<file path="src/rtl/alu_pkg.sv">
// Shared definitions for the digit-serial ALU: opcode encoding, FSM states,
// and the digit-count helper.
package alu_pkg;

  typedef enum logic [2:0] {
    ALU_AND  = 3'd0,
    ALU_OR   = 3'd1,
    ALU_XOR  = 3'd2,
    ALU_NOR  = 3'd3,
    ALU_ADD  = 3'd4,
    ALU_SUB  = 3'd5,
    ALU_SLT  = 3'd6,
    ALU_RSVD = 3'd7
  } alu_op_e;

  typedef enum logic [1:0] {
    IDLE,
    BUSY,
    DONE
  } state_e;

  function automatic int unsigned calc_ndig(input int unsigned width,
                                            input int unsigned digit);
    return width / digit;
  endfunction

endpackage

</file>
<file path="src/rtl/alu_digit_slice.sv">
// Combinational DIGIT-bit ALU slice. SLT is only decoded as a subtraction
// when ALU_SERIAL_SLT_EN is defined; otherwise opcode 6 is reserved.
module alu_digit_slice
  import alu_pkg::*;
#(
  parameter int unsigned DIGIT = 4
) (
  input  logic [DIGIT-1:0] a,
  input  logic [DIGIT-1:0] b,
  input  logic             cin,
  input  alu_op_e          op,
  output logic [DIGIT-1:0] res,
  output logic             cout,
  output logic             c_top
);

  logic             sub;
  logic [DIGIT-1:0] bx;
  logic [DIGIT:0]   sum;

  always_comb begin
    sub   = (op == ALU_SUB) || (op == ALU_SLT);
    bx    = sub ? ~b : b;
    sum   = {1'b0, a} + {1'b0, bx} + {{DIGIT{1'b0}}, cin};
    cout  = sum[DIGIT];
    // carry into the top bit recovered from that bit's sum
    c_top = a[DIGIT-1] ^ bx[DIGIT-1] ^ sum[DIGIT-1];
    case (op)
      ALU_AND: res = a & b;
      ALU_OR:  res = a | b;
      ALU_XOR: res = a ^ b;
      ALU_NOR: res = ~(a | b);
      ALU_ADD: res = sum[DIGIT-1:0];
      ALU_SUB: res = sum[DIGIT-1:0];
`ifdef ALU_SERIAL_SLT_EN
      ALU_SLT: res = sum[DIGIT-1:0];
`endif
      default: res = '0;
    endcase
  end

endmodule

</file>
<file path="src/rtl/alu_serial_n_bit.sv">
// Digit-serial WIDTH-bit ALU, DIGIT bits per cycle, LSB digit first, with
// valid/ready on both sides. ALU_SERIAL_SLT_EN enables signed set-less-than.
module alu_serial_n_bit
  import alu_pkg::*;
#(
  parameter int unsigned WIDTH = 32,
  parameter int unsigned DIGIT = 4
) (
  input  logic             clk,
  input  logic             rst_n,
  input  logic             in_valid,
  output logic             in_ready,
  input  logic [WIDTH-1:0] a,
  input  logic [WIDTH-1:0] b,
  input  logic [2:0]       ALUop,
  output logic             out_valid,
  input  logic             out_ready,
  output logic [WIDTH-1:0] result,
  output logic             carry_out,
  output logic             overflow,
  output logic             zero
);

  localparam int unsigned NDIG = calc_ndig(WIDTH, DIGIT);
  localparam int unsigned CW   = (NDIG > 1) ? $clog2(NDIG) : 1;
  localparam logic [CW-1:0] LAST = CW'(NDIG - 1);

  if ((DIGIT == 0) || ((WIDTH % DIGIT) != 0)) begin : g_bad_digit
    $error("alu_serial_n_bit: DIGIT must be nonzero and divide WIDTH");
  end

  state_e           state_q, state_d;
  alu_op_e          op_q, op_d, op_in;
  logic [WIDTH-1:0] a_q, a_d, b_q, b_d, result_q, result_d;
  logic [CW-1:0]    cnt_q, cnt_d;
  logic             carry_q, carry_d, zacc_q, zacc_d;
  logic             carry_out_q, carry_out_d, overflow_q, overflow_d;
  logic             zero_q, zero_d;

  logic [DIGIT-1:0] a_dig, b_dig, r_dig;
  logic             s_cout, s_ctop, arith;

  assign op_in = alu_op_e'(ALUop);
  assign a_dig = a_q[cnt_q*DIGIT +: DIGIT];
  assign b_dig = b_q[cnt_q*DIGIT +: DIGIT];

  alu_digit_slice #(.DIGIT(DIGIT)) u_slice (
    .a     (a_dig),
    .b     (b_dig),
    .cin   (carry_q),
    .op    (op_q),
    .res   (r_dig),
    .cout  (s_cout),
    .c_top (s_ctop)
  );

  always_comb begin
    state_d     = state_q;
    op_d        = op_q;
    a_d         = a_q;
    b_d         = b_q;
    result_d    = result_q;
    cnt_d       = cnt_q;
    carry_d     = carry_q;
    zacc_d      = zacc_q;
    carry_out_d = carry_out_q;
    overflow_d  = overflow_q;
    zero_d      = zero_q;
    arith       = (op_q == ALU_ADD) || (op_q == ALU_SUB);
    case (state_q)
      IDLE: if (in_valid) begin
        a_d     = a;
        b_d     = b;
        op_d    = op_in;
        cnt_d   = '0;
        zacc_d  = 1'b0;
        carry_d = (op_in == ALU_SUB) || (op_in == ALU_SLT);
        state_d = BUSY;
      end
      BUSY: begin
        result_d[cnt_q*DIGIT +: DIGIT] = r_dig;
        carry_d = s_cout;
        zacc_d  = zacc_q | (|r_dig);
        cnt_d   = cnt_q + 1'b1;
        if (cnt_q == LAST) begin
          state_d     = DONE;
          cnt_d       = '0;
          carry_out_d = arith & s_cout;
          overflow_d  = arith & (s_cout ^ s_ctop);
          zero_d      = ~(zacc_q | (|r_dig));
`ifdef ALU_SERIAL_SLT_EN
          // SLT replaces the whole difference with the sign of the true result (N ^ V)
          if (op_q == ALU_SLT) begin
            result_d    = '0;
            result_d[0] = r_dig[DIGIT-1] ^ s_cout ^ s_ctop;
            zero_d      = ~(r_dig[DIGIT-1] ^ s_cout ^ s_ctop);
          end
`endif
        end
      end
      DONE: if (out_ready) state_d = IDLE;
      default: state_d = IDLE;
    endcase
  end

  always_ff @(posedge clk or negedge rst_n) begin
    if (!rst_n) begin
      state_q     <= IDLE;
      op_q        <= ALU_AND;
      a_q         <= '0;
      b_q         <= '0;
      result_q    <= '0;
      cnt_q       <= '0;
      carry_q     <= 1'b0;
      zacc_q      <= 1'b0;
      carry_out_q <= 1'b0;
      overflow_q  <= 1'b0;
      zero_q      <= 1'b0;
    end else begin
      state_q     <= state_d;
      op_q        <= op_d;
      a_q         <= a_d;
      b_q         <= b_d;
      result_q    <= result_d;
      cnt_q       <= cnt_d;
      carry_q     <= carry_d;
      zacc_q      <= zacc_d;
      carry_out_q <= carry_out_d;
      overflow_q  <= overflow_d;
      zero_q      <= zero_d;
    end
  end

  assign in_ready  = (state_q == IDLE);
  assign out_valid = (state_q == DONE);
  assign result    = result_q;
  assign carry_out = carry_out_q;
  assign overflow  = overflow_q;
  assign zero      = zero_q;

endmodule

</file>
<file path="config.mk">
export PLATFORM = sky130hd
export DESIGN_NAME = alu_serial_n_bit
export DESIGN_NICKNAME = d
export VERILOG_FILES = /design/src/rtl/alu_pkg.sv /design/src/rtl/alu_digit_slice.sv /design/src/rtl/alu_serial_n_bit.sv
export SDC_FILE = /design/constraint.sdc
export NUM_CORES = 1
export LEC_CHECK = 0
export ABC_AREA = 1
export CORE_AREA = 8 8 113 115
export DETAILED_ROUTE_END_ITERATION = 16
export DIE_AREA = 0 0 121 123
export PLACE_DENSITY = 0.79
export REMOVE_ABC_BUFFERS = 1
export SLEW_MARGIN = 25
export SYNTH_ARGS = -nofsm -noshare
export SYNTH_HDL_FRONTEND = slang
export SYNTH_SLANG_ARGS = --single-unit
</file>
<file path="constraint.sdc">
create_clock -name clk -period 3.6 [get_ports clk]
set_input_delay 0.36 -clock clk [delete_from_list [all_inputs] [get_ports clk]]
set_output_delay 0.36 -clock clk [all_outputs]
set_load 0.1 [all_outputs]
</file>
# After elaboration in Yosys (flattened, before gate mapping)
# Index checks and enable logic that the tools add are counted.
# classes
eq_ne	14
shifts	4
div_mod_pow	0
n_reduce_logical	12
magnitude_cmp	0
n_mul	0
n_mux	14
bitwise_logic	12
addsub	4
# op_table
operator	n
$shiftx A32 B6 Y4	2
$neg A5 Y34	1
$shift A4 B34 Y32 const A	1
$shiftx A4 B34 Y32	1
$bwmux W32	1
$pmux W4 S5	1
$eq A3 B3 Y1 const B	6
$not A4 Y4	2
$eq A3 B2 Y1 const B	2
$mux W2	3
$mux W3	2
$pmux W2 S3	1
$pmux W3 S2	1
$reduce_and A2 Y1	3
$add A4 B4 Y5	1
$add A5 B1 Y5	1
$and A4 B4 Y4	1
$mux W4	1
$ne A2 B2 Y1 const B	2
$or A4 B4 Y4	1
$pmux W1 S2	2
$reduce_or A4 Y1	1
$xor A4 B4 Y4	1
$add A3 B1 Y3 const B	1
15 further kinds	21
# word_totals
latch_bits	0
output_inout_bits	37
ram_bits	0
regBits	109
rom_bits	0
n_memories	0
inputBits	71
word_cells	71

# Longest topological paths before layout
# depth
word_depth	9
mapped_depth	22

# Modules after synthesis
# From an unflattened synthesis, not the netlist that was laid out.
# unflattened
hier_cells	756
area_unflattened_um2	5637.9
# modules_own_cells
mod	area_per_inst_um2	instances	cells_per_inst	seq_area_each_um2
alu_serial_n_bit	5096.1	1	664	2727.6
alu_digit_slice	541.8	1	92	0.0

# Worst setup path after synthesis
# OpenSTA, ideal clock, no wires.
# synth_timing
kind	register to register
startpoint	register cnt_q[1]
endpoint	register zacc_q
synth_period_minus_slack_ns	2.799
t_arrival_ns	2.683
path_stages_with_launch	20
setup_slack_ns	0.801
n_path_buf	2
setup_time_ns	0.117
t_required_ns	3.483
cell_sequence	dfrtp_1 > buf_2 > inv_1 > buf_2 > o21ai_0 > o22ai_1 > nand2_1 > o21ai_1 > inv_1 > fa_1 > inv_1 > fa_1 > nand2_1 > o21ai_1 > inv_1 > nand3b_1 > nor2_1 > nand2_1 > nand2_1 > nand2_1
# synth_via
elab_chain_cells	9
elab_cells_between_ends	14
classes_between	add/sub (2); shift (2); mux (3); bitwise (6); reduce/logical (1)
# synth_rtl
item	line_no	rtl
start, declared	alu_serial_n_bit.sv:35	logic [CW-1:0] cnt_q, cnt_d;
start signal, assigned	alu_serial_n_bit.sv:125	cnt_q <= cnt_d;
$shiftx A32 B6 Y4	alu_serial_n_bit.sv:45	assign b_dig = b_q[cnt_q*DIGIT +: DIGIT];
$not A4 Y4	alu_digit_slice.sv:23	bx = sub ? ~b : b;
$mux W4	alu_digit_slice.sv:23	
$add A4 B4 Y5	alu_digit_slice.sv:24	sum = {1'b0, a} + {1'b0, bx} + {{DIGIT{1'b0}}, cin};
$add A5 B1 Y5	alu_digit_slice.sv:24	
$pmux W4 S5 *	alu_digit_slice.sv:28	case (op)
$reduce_or A4 Y1 *	alu_serial_n_bit.sv:83	zacc_d = zacc_q | (|r_dig);
$or A1 B1 Y1 *	alu_serial_n_bit.sv:83	
$pmux W1 S2 *	alu_serial_n_bit.sv:70	case (state_q)
end signal, assigned	alu_serial_n_bit.sv:127	zacc_q <= zacc_d;
end, declared	alu_serial_n_bit.sv:36	logic carry_q, carry_d, zacc_q, zacc_d;
# Every way passes the cells marked *; elsewhere a longest branch is shown, timed or not.
# A chain may end at the register's enable or synchronous reset.

# Final worst setup path
# Same ends and word-level chain as after synthesis.

==> metrics.yaml <==
synthesis:
  synth.avg_cell_area_um2: 7.966
  synth-seq-area-share: 0.4870
  ys_types: 34
  synth.area.mux_share: 0.007149
  synth_edf_count: 0
  yosys.area_share.simple: 0.2933
  syn-cell-area_um2: 5600
  syn_inst: 703
  async_flop_share: 1.000
  synthTopCellsByArea: "dfrtp_1 49%, nand2_1 19%, ha_1 4.0%"
  synth_top_cell_by_area: "dfrtp_1"
  synth_top_family_by_area: "simple AND/OR/NAND/NOR gates"
  synth_compound_area_frac: 0.08356
  synth-adder-area-share: 0.04736
  synthFlopType: "dfrtp_1"
  yosys_warnings: 0
  synth_xor_area_frac: 0.009383
  synth_top_area_frac: 0.4870
  synth-seq-cells: 109
critical_path:
  path_class: "register to register"
  crit_fanout: 15
  critPathSlowestCell: "dfrtp_1"
  cp.buffers_inverters: 3
  cp_top_family: "adder cells"
  required_ns: 3.85
  cpMostUsedCell: "nand2_1"
  r2r_setup_slack_ns: 0.50
  cpPeakStageDelay_ns: 0.59
  worst_setup_path_start_kind: "register"
  cp.arrival_ns: 3.35
  path_cells: "inv_1, o21ai_0, o22ai_1, o21ai_1, xor2_1, fa_1, inv_1, fa_1, nand2_1, o21ai_1, inv_1, nand3b_1, nor2_1, nand2_1, nand2_1, nand2_1"
  end_kind: "register"
sta:
  rsz0062_at_grt: "false"
  finalHoldViolations: 0
  period_share: 0.8620
  max_freq_mhz: 322.3
  clock_skew_ns: 0.01017
  setup_violations: 0
  worst_pin_slew_ns: 0.9843
  final_max_slew_viol_count: 0
  max-slew-margin-rel: 0.3418
  fin_crit_ns: 3.103
routing:
  route.met3.wl_um: 883
  drc_errors: 0
  vias_per_cell: 5.191
  drt-total-wl_mm: 14.38
  routedWlPerCell_um: 15.12
  dr.pass1.iters: 5
  wl_met1_mm: 6.429
  met2_length_mm: 6.820
  vias: 4937
  drt_iter0_drc: 438
  final_antenna_net_count: 0
  highest_layer: "met4"
floorplan:
  initial_core_util: 0.5056
  die_w_um: 121
  chipHeight_um: 123
  pin_count: 108
  core-area_um2: 11080
  num_rows: 39
  die-area_um2: 14880
layout:
  diodes: 0
  finish.utilization: 0.6376
  nets: 894
  synthToLayoutAreaGrowth_pct: 26.12
  layout-drive-gt1-share: 0.07921
status:
  outcome: "finished clean"
placement:
  io_buffer_count: 107
  hpwl_mm: 11.00
  globalplace.congestion: 0.8937
clock_tree:
  h-tree-depth: 3
  cts.clk_slew.worst_paths_ns: 0.08
  tritoncts: "yes"
  numCtsBuffers: 9
  cts_resized: 0
  cts_hold_buf: 0
  root_buffer: "clkbuf_16"
  clk-insertion-delay-late_ns: 0.35
  ctsLongestPathBuffers: 2
  cts_sinks: 109
  cts_setup_buffers: 0
run:
  max_cap_violations: 0
global_route:
  grt_max_degree: 72
  grtUsageTotal: 0.1992
  grt-ovfl-total: 0
  antenna_found_initial: 0
  grt_pass1_wl_mm: 24.01
  grt_pass1_vias: 4931
hold_path:
  min_path_type: "primary input to async pin"
-- Yosys cell counts (8+ instances only) --
| master | number |
|---|---|
| nand3_1 | 17 |
| nor2_1 | 45 |
| o21ai_0 | 37 |
| o21ai_1 | 8 |
| buf_2 | 11 |
| inv_1 | 54 |
| o22ai_1 | 9 |
| dfrtp_1 | 109 |
| inv_2 | 9 |
| buf_4 | 9 |
| nand4_1 | 24 |
| nand2_1 | 286 |
| ha_1 | 18 |
-- worst reg2reg max path, stage by stage (launching register included) --
cell	delay, ns
dfrtp_1	0.59
inv_1	0.25
o21ai_0	0.15
o22ai_1	0.10
o21ai_1	0.30
xor2_1	0.14
fa_1	0.37
inv_1	0.10
fa_1	0.41
nand2_1	0.07
o21ai_1	0.08
inv_1	0.06
nand3b_1	0.08
nor2_1	0.15
nand2_1	0.06
nand2_1	0.06
nand2_1	0.05
-- through the flow --
| stage | hold WS [ns] | instances | setup WS, ns | TNS, ns | cell area, um^2 |
|---|---|---|---|---|---|
| after floorplan | 0.06441 | 675 | -1.479 | -84.01 | 5440 |
| after global placement | 0.4099 | 935 | 0.5895 | 0 | 6778 |
| after detailed placement | 0.4138 | 935 | 0.4972 | 0 | 6778 |
| after CTS | 0.03933 | 951 | 0.4885 | 0 | 7063 |
| after global routing | 0.07632 | 951 | 0.1672 | 0 | 7063 |
| final | 0.01461 | 951 | 0.4970 | 0 | 7063 |
-- flip-flops by register name, summed over array words and instances (netlist names) --
name and flops:
a_q 32, zero 1, overflow 1, carry_q 1, carry_out 1, cnt_q 3, state_q 2, result 32
op_q 3, b_q 32, zacc_q 1
-- path summary, 6_finish.rpt --
check,start,end,cells after the start
setup reg to reg,cnt_q[1],zacc_q,16
hold reg to reg,a_q[9],a_q[9],2
min in group clk,a_q[9],a_q[9],2
max in group asynchronous,rst_n,b_q[13],2
setup / recovery,cnt_q[1],zacc_q,16
hold / removal,rst_n,state_q[1],1
-- kinds of logic (layout without fill, tap and decap cells) --
logic type	Yosys count	count (layout)
adder cells (fa/ha/maj)	20	20
buffers and inverters	93	198
multiplexers	4	4
flip-flops	109	109
XOR/XNOR	6	6
AO/OA/AOI/OAI	78	78
AND/OR/NAND/NOR	393	393
-- routing by layer --
| layer | GRT usage | vias up |
|---|---|---|
| met2 | 0.3261 | 162 |
| li1 | - | 2432 |
| met4 | 0.06167 | 0 |
| met3 | 0.04521 | 21 |
| met5 | 0 | - |
| met1 | 0.2589 | 2322 |
-- final cells by class --
cell class / instances / area, um^2
sequential: 109 / 2728
clock buffer: 11 / 252.7
tap: 143 / 178.9
inverter: 65 / 244.0
clock inverter: 5 / 32.53
timing repair buffer: 117 / 1156
fill: 968 / 4014
multi-input combinational: 501 / 2471
-- layout by cell type, fill, tap and decap left out, types with 2 or more instances in the layout --
| master | netlist | layout |
|---|---|---|
| nand3_1 | 17 | 17 |
| inv_2 | 9 | 10 |
| o21ai_0 | 37 | 37 |
| nand2_2 | 6 | 7 |
| o22ai_1 | 9 | 9 |
| nand3_2 | 2 | 2 |
| a21oi_1 | 4 | 4 |
| clkinv_2 | 0 | 3 |
| a32o_1 | 2 | 2 |
| o211ai_1 | 4 | 4 |
| fa_1 | 2 | 2 |
| nor2_4 | 3 | 3 |
| nand4_1 | 24 | 24 |
| mux2i_1 | 4 | 4 |
| o221ai_1 | 3 | 3 |
| o21ai_2 | 6 | 6 |
| dfrtp_1 | 109 | 109 |
| clkbuf_16 | 0 | 9 |
| xor2_1 | 2 | 2 |
| inv_1 | 54 | 53 |
| o21ai_1 | 8 | 8 |
| nor2_2 | 7 | 7 |
| buf_4 | 9 | 10 |
| ha_1 | 18 | 18 |
| xnor2_1 | 4 | 4 |
| clkinv_1 | 2 | 2 |
| nor2_1 | 45 | 45 |
| o21bai_1 | 4 | 4 |
| nand2_1 | 286 | 285 |
| clkbuf_8 | 0 | 2 |
| clkdlybuf4s50_1 | 0 | 106 |
Power is left out: the tool's default activity adds up to more than one toggle a clock period on the data nets, which glitch-free logic cannot reach.
